File: config.mk
export PLATFORM = sky130hd
export DESIGN_NAME = instr_fetch_unit
export DESIGN_NICKNAME = d
export VERILOG_FILES = /design/src/rtl/cpu_defs_pkg.sv /design/src/rtl/fetch_skid_buf.sv /design/src/rtl/instr_fetch_unit.sv
export SDC_FILE = /design/constraint.sdc
export NUM_CORES = 1
export LEC_CHECK = 0
export BUFFER_PORTS_ARGS = -buffer_cell sky130_fd_sc_hd__buf_2
export CAP_MARGIN = 0
export CORE_MARGIN = 2
export CORE_UTILIZATION = 53
export CTS_CLUSTER_DIAMETER = 60
export DETAILED_ROUTE_END_ITERATION = 6
export PLACE_DENSITY = 0.82
export SYNTH_ARGS = -nofsm -noshare
export SYNTH_HDL_FRONTEND = slang
export SYNTH_SLANG_ARGS = --single-unit
File: constraint.sdc
create_clock -name clk -period 2.9 [get_ports clk]
set_clock_uncertainty 0.05 [all_clocks]
set_input_delay 0.29 -clock clk [delete_from_list [all_inputs] [get_ports clk]]
set_output_delay 0.29 -clock clk [all_outputs]
set_load 0.05 [all_outputs]
File: src/rtl/cpu_defs_pkg.sv
// Shared CPU definitions: fetch FSM encodings, instruction width, NOP and
// the major opcodes decoded by control_unit.
package cpu_defs_pkg;

    localparam int INSTR_W = 32;
    localparam logic [INSTR_W-1:0] NOP_INSTR = 32'h0000_0013;

    typedef enum logic [1:0] {
        ST_IDLE = 2'd0,
        ST_REQ  = 2'd1,
        ST_WAIT = 2'd2,
        ST_HOLD = 2'd3
    } fetch_state_e;

    localparam logic [6:0] OP_LOAD   = 7'b0000011;
    localparam logic [6:0] OP_IMM    = 7'b0010011;
    localparam logic [6:0] OP_STORE  = 7'b0100011;
    localparam logic [6:0] OP_REG    = 7'b0110011;
    localparam logic [6:0] OP_BRANCH = 7'b1100011;
    localparam logic [6:0] OP_JAL    = 7'b1101111;

endpackage

File: src/rtl/fetch_skid_buf.sv
// One-entry holding slot for a fetched word that arrives while decode is stalled.
// Load takes effect next cycle; clear beats drain beats load for the full flag.
module fetch_skid_buf #(
    parameter int PC_W = 64,
    parameter int IW   = cpu_defs_pkg::INSTR_W
) (
    input  logic            clk,
    input  logic            arst_n,
    input  logic            load_i,
    input  logic            drain_i,
    input  logic            clear_i,
    input  logic [IW-1:0]   instr_i,
    input  logic [PC_W-1:0] pc_i,
    output logic [IW-1:0]   instr_o,
    output logic [PC_W-1:0] pc_o,
    output logic            full_o
);

    logic            full_q;
    logic [IW-1:0]   instr_q;
    logic [PC_W-1:0] pc_q;

    always_ff @(posedge clk or negedge arst_n) begin
        if (!arst_n) begin
            full_q  <= 1'b0;
            instr_q <= '0;
            pc_q    <= '0;
        end else begin
            if (clear_i || drain_i) begin
                full_q <= 1'b0;
            end else if (load_i) begin
                full_q <= 1'b1;
            end
            if (load_i) begin
                instr_q <= instr_i;
                pc_q    <= pc_i;
            end
        end
    end

    assign instr_o = instr_q;
    assign pc_o    = pc_q;
    assign full_o  = full_q;

endmodule

File: src/rtl/instr_fetch_unit.sv
// Fetch stage: PC, imem request/response, IF/ID register, redirect flush and stall skid.
// IF/ID loads 1 cycle after rsp_valid; a stalled response parks in the skid and blocks new requests.
module instr_fetch_unit #(
    parameter int              PC_W     = 64,
    parameter int              INSTR_W  = cpu_defs_pkg::INSTR_W,
    parameter logic [PC_W-1:0] RESET_PC = '0
) (
    input  logic               clk,
    input  logic               arst_n,
    input  logic               stall,
    input  logic               branch,
    input  logic               zero_flag,
    input  logic               jump,
    input  logic [PC_W-1:0]    branch_target,
    input  logic [PC_W-1:0]    jump_target,
    output logic               imem_req_valid,
    output logic [PC_W-1:0]    imem_req_addr,
    input  logic               imem_req_ready,
    input  logic               imem_rsp_valid,
    input  logic [INSTR_W-1:0] imem_rsp_data,
    output logic               if_id_valid,
    output logic [INSTR_W-1:0] if_id_instr,
    output logic [PC_W-1:0]    if_id_pc,
    output logic [6:0]         opcode
);
    import cpu_defs_pkg::*;

    fetch_state_e        state_q, state_d;
    logic [PC_W-1:0]     pc_q, pc_d;
    logic                kill_q, kill_d;
    logic                ifv_q, ifv_d;
    logic [INSTR_W-1:0]  ifi_q, ifi_d;
    logic [PC_W-1:0]     ifpc_q, ifpc_d;

    logic                skid_load, skid_drain, skid_clear, skid_full;
    logic [INSTR_W-1:0]  skid_instr;
    logic [PC_W-1:0]     skid_pc;

    logic                redir;
    logic [PC_W-1:0]     redir_tgt;
    logic [PC_W-1:0]     pc_inc;

    assign redir     = jump | (branch & zero_flag);
    assign redir_tgt = (jump ? jump_target : branch_target) & ~PC_W'(3);
    assign pc_inc    = pc_q + PC_W'(4);

    always_comb begin
        state_d    = state_q;
        pc_d       = pc_q;
        kill_d     = kill_q;
        skid_load  = 1'b0;
        skid_drain = 1'b0;
        skid_clear = 1'b0;
        // Decode consumes IF/ID every unstalled cycle, so it empties unless reloaded.
        ifv_d      = stall ? ifv_q : 1'b0;
        ifi_d      = stall ? ifi_q : '0;
        ifpc_d     = ifpc_q;

        unique case (state_q)
            ST_IDLE: state_d = ST_REQ;
            ST_REQ: begin
                if (imem_req_ready) begin
                    state_d = ST_WAIT;
                    if (redir) kill_d = 1'b1;
                end
            end
            ST_WAIT: begin
                if (imem_rsp_valid) begin
                    state_d = ST_REQ;
                    kill_d  = 1'b0;
                    if (!kill_q && !redir) begin
                        if (!stall) begin
                            ifv_d  = 1'b1;
                            ifi_d  = imem_rsp_data;
                            ifpc_d = pc_q;
                            pc_d   = pc_inc;
                        end else begin
                            skid_load = 1'b1;
                            state_d   = ST_HOLD;
                        end
                    end
                end else if (redir) begin
                    kill_d = 1'b1;
                end
            end
            ST_HOLD: begin
                if (redir) begin
                    skid_clear = 1'b1;
                    state_d    = ST_REQ;
                end else if (!stall && skid_full) begin
                    skid_drain = 1'b1;
                    ifv_d      = 1'b1;
                    ifi_d      = skid_instr;
                    ifpc_d     = skid_pc;
                    pc_d       = pc_inc;
                    state_d    = ST_REQ;
                end
            end
            default: state_d = ST_IDLE;
        endcase

        if (redir) begin
            pc_d  = redir_tgt;
            ifv_d = 1'b0;
            ifi_d = '0;
        end
    end

    always_ff @(posedge clk or negedge arst_n) begin
        if (!arst_n) begin
            state_q <= ST_IDLE;
            pc_q    <= RESET_PC;
            kill_q  <= 1'b0;
            ifv_q   <= 1'b0;
            ifi_q   <= '0;
            ifpc_q  <= '0;
        end else begin
            state_q <= state_d;
            pc_q    <= pc_d;
            kill_q  <= kill_d;
            ifv_q   <= ifv_d;
            ifi_q   <= ifi_d;
            ifpc_q  <= ifpc_d;
        end
    end

    fetch_skid_buf #(.PC_W(PC_W), .IW(INSTR_W)) u_skid (
        .clk     (clk),
        .arst_n  (arst_n),
        .load_i  (skid_load),
        .drain_i (skid_drain),
        .clear_i (skid_clear),
        .instr_i (imem_rsp_data),
        .pc_i    (pc_q),
        .instr_o (skid_instr),
        .pc_o    (skid_pc),
        .full_o  (skid_full)
    );

    assign imem_req_valid = (state_q == ST_REQ);
    assign imem_req_addr  = pc_q;
    assign if_id_valid    = ifv_q;
    assign if_id_instr    = ifi_q;
    assign if_id_pc       = ifpc_q;
    assign opcode         = ifi_q[6:0];

endmodule

==> results.sh <==
export IMPL_r2r_slack_ns=0.10
export IMPL_clk_pin_slew_worst_paths_ns=0.07
export IMPL_syn_cell_area_mm2=0.0130
export IMPL_drt_wl_total_mm=41.5
export IMPL_cts_tree="built"
export IMPL_antenna_found_initial=6
export IMPL_drv_cap=0
export IMPL_worst_ep_arrival_time_ns=3.17
export IMPL_wl_per_cell_um=20.8
export IMPL_power_share_combinational_pct=36.2
export IMPL_drive_gt1_share_pct=31.7
export IMPL_synth_common_cells="dfrtp_1, nor2_1, a21oi_1, mux2_2, nand2_1"
export IMPL_setup_viol=0
export IMPL_drc_errors=3
export IMPL_status="complete, but fails checks"
export IMPL_ys_top_cells_by_area="dfrtp_1, mux2_2, mux2i_1"
export IMPL_synth_seq_cells=255
export IMPL_p_leak_uw=0.00772
export IMPL_dr_pass1_iters=7
export IMPL_hold_viol=0
export IMPL_critPathMaxFanout=8
export IMPL_synthCells=1276
export IMPL_r2r_start="imem_req_addr[2]$_DFFE_PN0P_"
export IMPL_dp_cells=1867
export IMPL_irDropWorstVdd_mv=0.584
export IMPL_vias=12314
export IMPL_cts_sinks=255
export IMPL_ys_types=76
export IMPL_power_internal_uw=7660
export IMPL_fin_crit_ns=2.80
export IMPL_instances_no_fill=1992
export IMPL_grt_pass1_vias=12330
export IMPL_yosysTopAreaCellShare_pct=49.1
export IMPL_core_area_mm2=0.0242
export IMPL_timing_final_crit_share_pct=96.4
export IMPL_synth_edf_count=0
export IMPL_maxSlewHeadroom_pct=44.7
export IMPL_num_fill_cells=1781
export IMPL_final_max_slew_violation_count=0
export IMPL_post_cts_resized=0
export IMPL_min_path_type="in2reg"
export IMPL_io_buffers=328
export IMPL_min_from="branch_target[2]"
export IMPL_vias_per_cell=6.18
export IMPL_numCtsBuffers=28
export IMPL_drtAntennaViolNets=0
export IMPL_rr_worst_depth=8
export IMPL_violations="DRC"
export IMPL_fmax_ghz=0.358
export IMPL_clk_latency_ns=0.54
export IMPL_p_clk_share_pct=26.2
export IMPL_ys_async_sr_fraction_pct=100
export IMPL_yosysMostFrequentCell="dfrtp_1"
export IMPL_gr_usage_all_layers_pct=31.6
export IMPL_rsz0062_at_grt="no"
export IMPL_synth_main_ff_cell="dfrtp_1"
export IMPL_path_class="reg2reg"
export IMPL_power_density_mw_per_mm2=782
export IMPL_yosysTopAreaCell="dfrtp_1"
export IMPL_fp_dieArea_mm2=0.0258
export IMPL_place_congestion=0.844
export IMPL_syn_area_per_cell_um2=10.2
export IMPL_yosysSeqAreaShare_pct=49.1
export IMPL_power_switching_share_pct=41.2
export IMPL_area_growth_pct=28.2
export IMPL_setup_ws_ns=0.103
export IMPL_utilization_pct=68.9
export IMPL_endpoint_kind="flip-flop"
export IMPL_min_delay_path_depth=3
export IMPL_tightest_slew_ns=0.829
export IMPL_final_nets=1814
export IMPL_tns_ns=0
export IMPL_die_h_um=161
export IMPL_pin_count=337
export IMPL_drtIter0Drc=1128
export IMPL_clockBufferDepth=3
export IMPL_critical_path_required_ns=3.27
export IMPL_dpl_hpwl_mm=27.5
export IMPL_min_to="imem_req_addr[2]$_DFFE_PN0P_"
export IMPL_overflow=0
export IMPL_htree_levels=1
export IMPL_grt_start_max_net_pins=111
export IMPL_r2r_end="imem_req_addr[34]$_DFFE_PN0P_"
export IMPL_cp_start_kind="flip-flop"
export IMPL_p_seq_share_pct=37.5
export IMPL_pre_cts_ws_ns=0.195
export IMPL_chipWidth_um=161
export IMPL_grt_first_pass_wirelength_mm=65.6
export IMPL_yosys_warnings=0
export IMPL_switchingPower_uw=5370
export IMPL_initial_core_util_pct=53.7
export IMPL_root_buffer="clkbuf_16"
export IMPL_num_rows=57
critical path, stage by stage, from the launching register on:
cell and delay, ns:
dfrtp_1 0.51, ha_1 0.36, and3_1 0.22, and4_1 0.29, buf_4 0.18, nand4_1 0.11, xor2_1 0.21, o221ai_1 0.13
dlygate4sd3_1 0.60
through the flow:
step / total power, uW / hold WS [ns] / area (um^2)
final: 13000 / 0.0199 / 16700
after global routing: 13600 / 0.0165 / 16600
after CTS: 13000 / 0.000121 / 16600
after detailed placement: 9550 / 0.268 / 15100
after global placement: 9400 / 0.265 / 15100
after floorplan: 8210 / -0.0556 / 13000
routing by layer:
metal | track usage (%) | up-vias | routed length, um
li1 | - | 5467 | -
met1 | 40.0 | 6036 | 16000
met2 | 52.1 | 670 | 20000
met3 | 7.90 | 137 | 3860
met4 | 13.2 | 4 | 1670
met5 | 0 | - | 27
flip-flops by register name (all words and copies together), names as in the netlist:
signal	count
if_id_instr	32
if_id_pc	62
if_id_valid	1
imem_req_addr	62
kill_q	1
state_q	2
u_skid.full_o	1
u_skid.instr_o	32
u_skid.pc_o	62
repair_timing:
action	in CTS	in global routing
hold endpoints to repair	161	0
hold buffers	66	0
endpoints found under the setup margin	0	1
buffers inserted	0	2
worst max-delay path by stage:
stage | start | endpoint | slack (ns) | cells past startpoint
final | imem_req_addr[2]$_DFFE_PN0P_ | imem_req_addr[34]$_DFFE_PN0P_ | 0.10 | 8
after global placement | state_q[0]$_DFFE_PN0P_ | imem_req_addr[49]$_DFFE_PN0P_ | 0.27 | 8
after global routing | state_q[0]$_DFFE_PN0P_ | if_id_pc[39]$_DFFE_PN0P_ | 0.02 | 9
after CTS | state_q[0]$_DFFE_PN0P_ | imem_req_addr[34]$_DFFE_PN0P_ | 0.08 | 9
after detailed placement | state_q[0]$_DFFE_PN0P_ | imem_req_addr[49]$_DFFE_PN0P_ | 0.20 | 8
after floorplan | imem_req_addr[9]$_DFFE_PN0P_ | imem_req_addr[57]$_DFFE_PN0P_ | 0.27 | 6
power by group through the flow:
stage               combinational (uW)  sequential [uW]  clock (uW)
finish                            4720             4890        3420
global placement                  4520             4880           0
CTS                               4710             4870        3460
floorplan                         1550             6650           0
global route                      5010             4980        3600
detailed placement                4620             4930           0
layout make-up:
type | instances | area, um^2 | area share [%]
sequential | 255 | 6380 | 38.3
multi-input combinational | 885 | 6090 | 36.6
timing repair buffer | 440 | 2760 | 16.6
clock buffer | 43 | 828 | 4.97
tap | 324 | 405 | 2.43
inverter | 31 | 116 | 0.699
clock inverter | 9 | 55.1 | 0.331
antenna | 5 | 12.5 | 0.0751
cells in the final DEF (no fill, tap or decap), types with 37 or more instances in the layout:
cell type      synthesis  layout
a21oi_1              103     102
buf_4                 11      39
dfrtp_1              255     255
mux2_2                86      86
nor2_1               126     124
dlygate4sd3_1          0      66
nand2_1               77      75
buf_2                  3     326
mux2i_1               69      69
nor3_1                37      37
cells by family after synthesis:
group                    count (synthesis)  share of synthesized area, %
AO/OA/AOI/OAI                          275                          14.8
multiplexers                           155                          12.8
buffers and inverters                  139                          4.60
other                                    1                        0.0289
XOR/XNOR                                20                          1.35
AND/OR/NAND/NOR                        426                          16.8
flip-flops                             255                          49.1
adder cells (fa/ha/maj)                  5                         0.482
(Power assumes the default switching activity.)
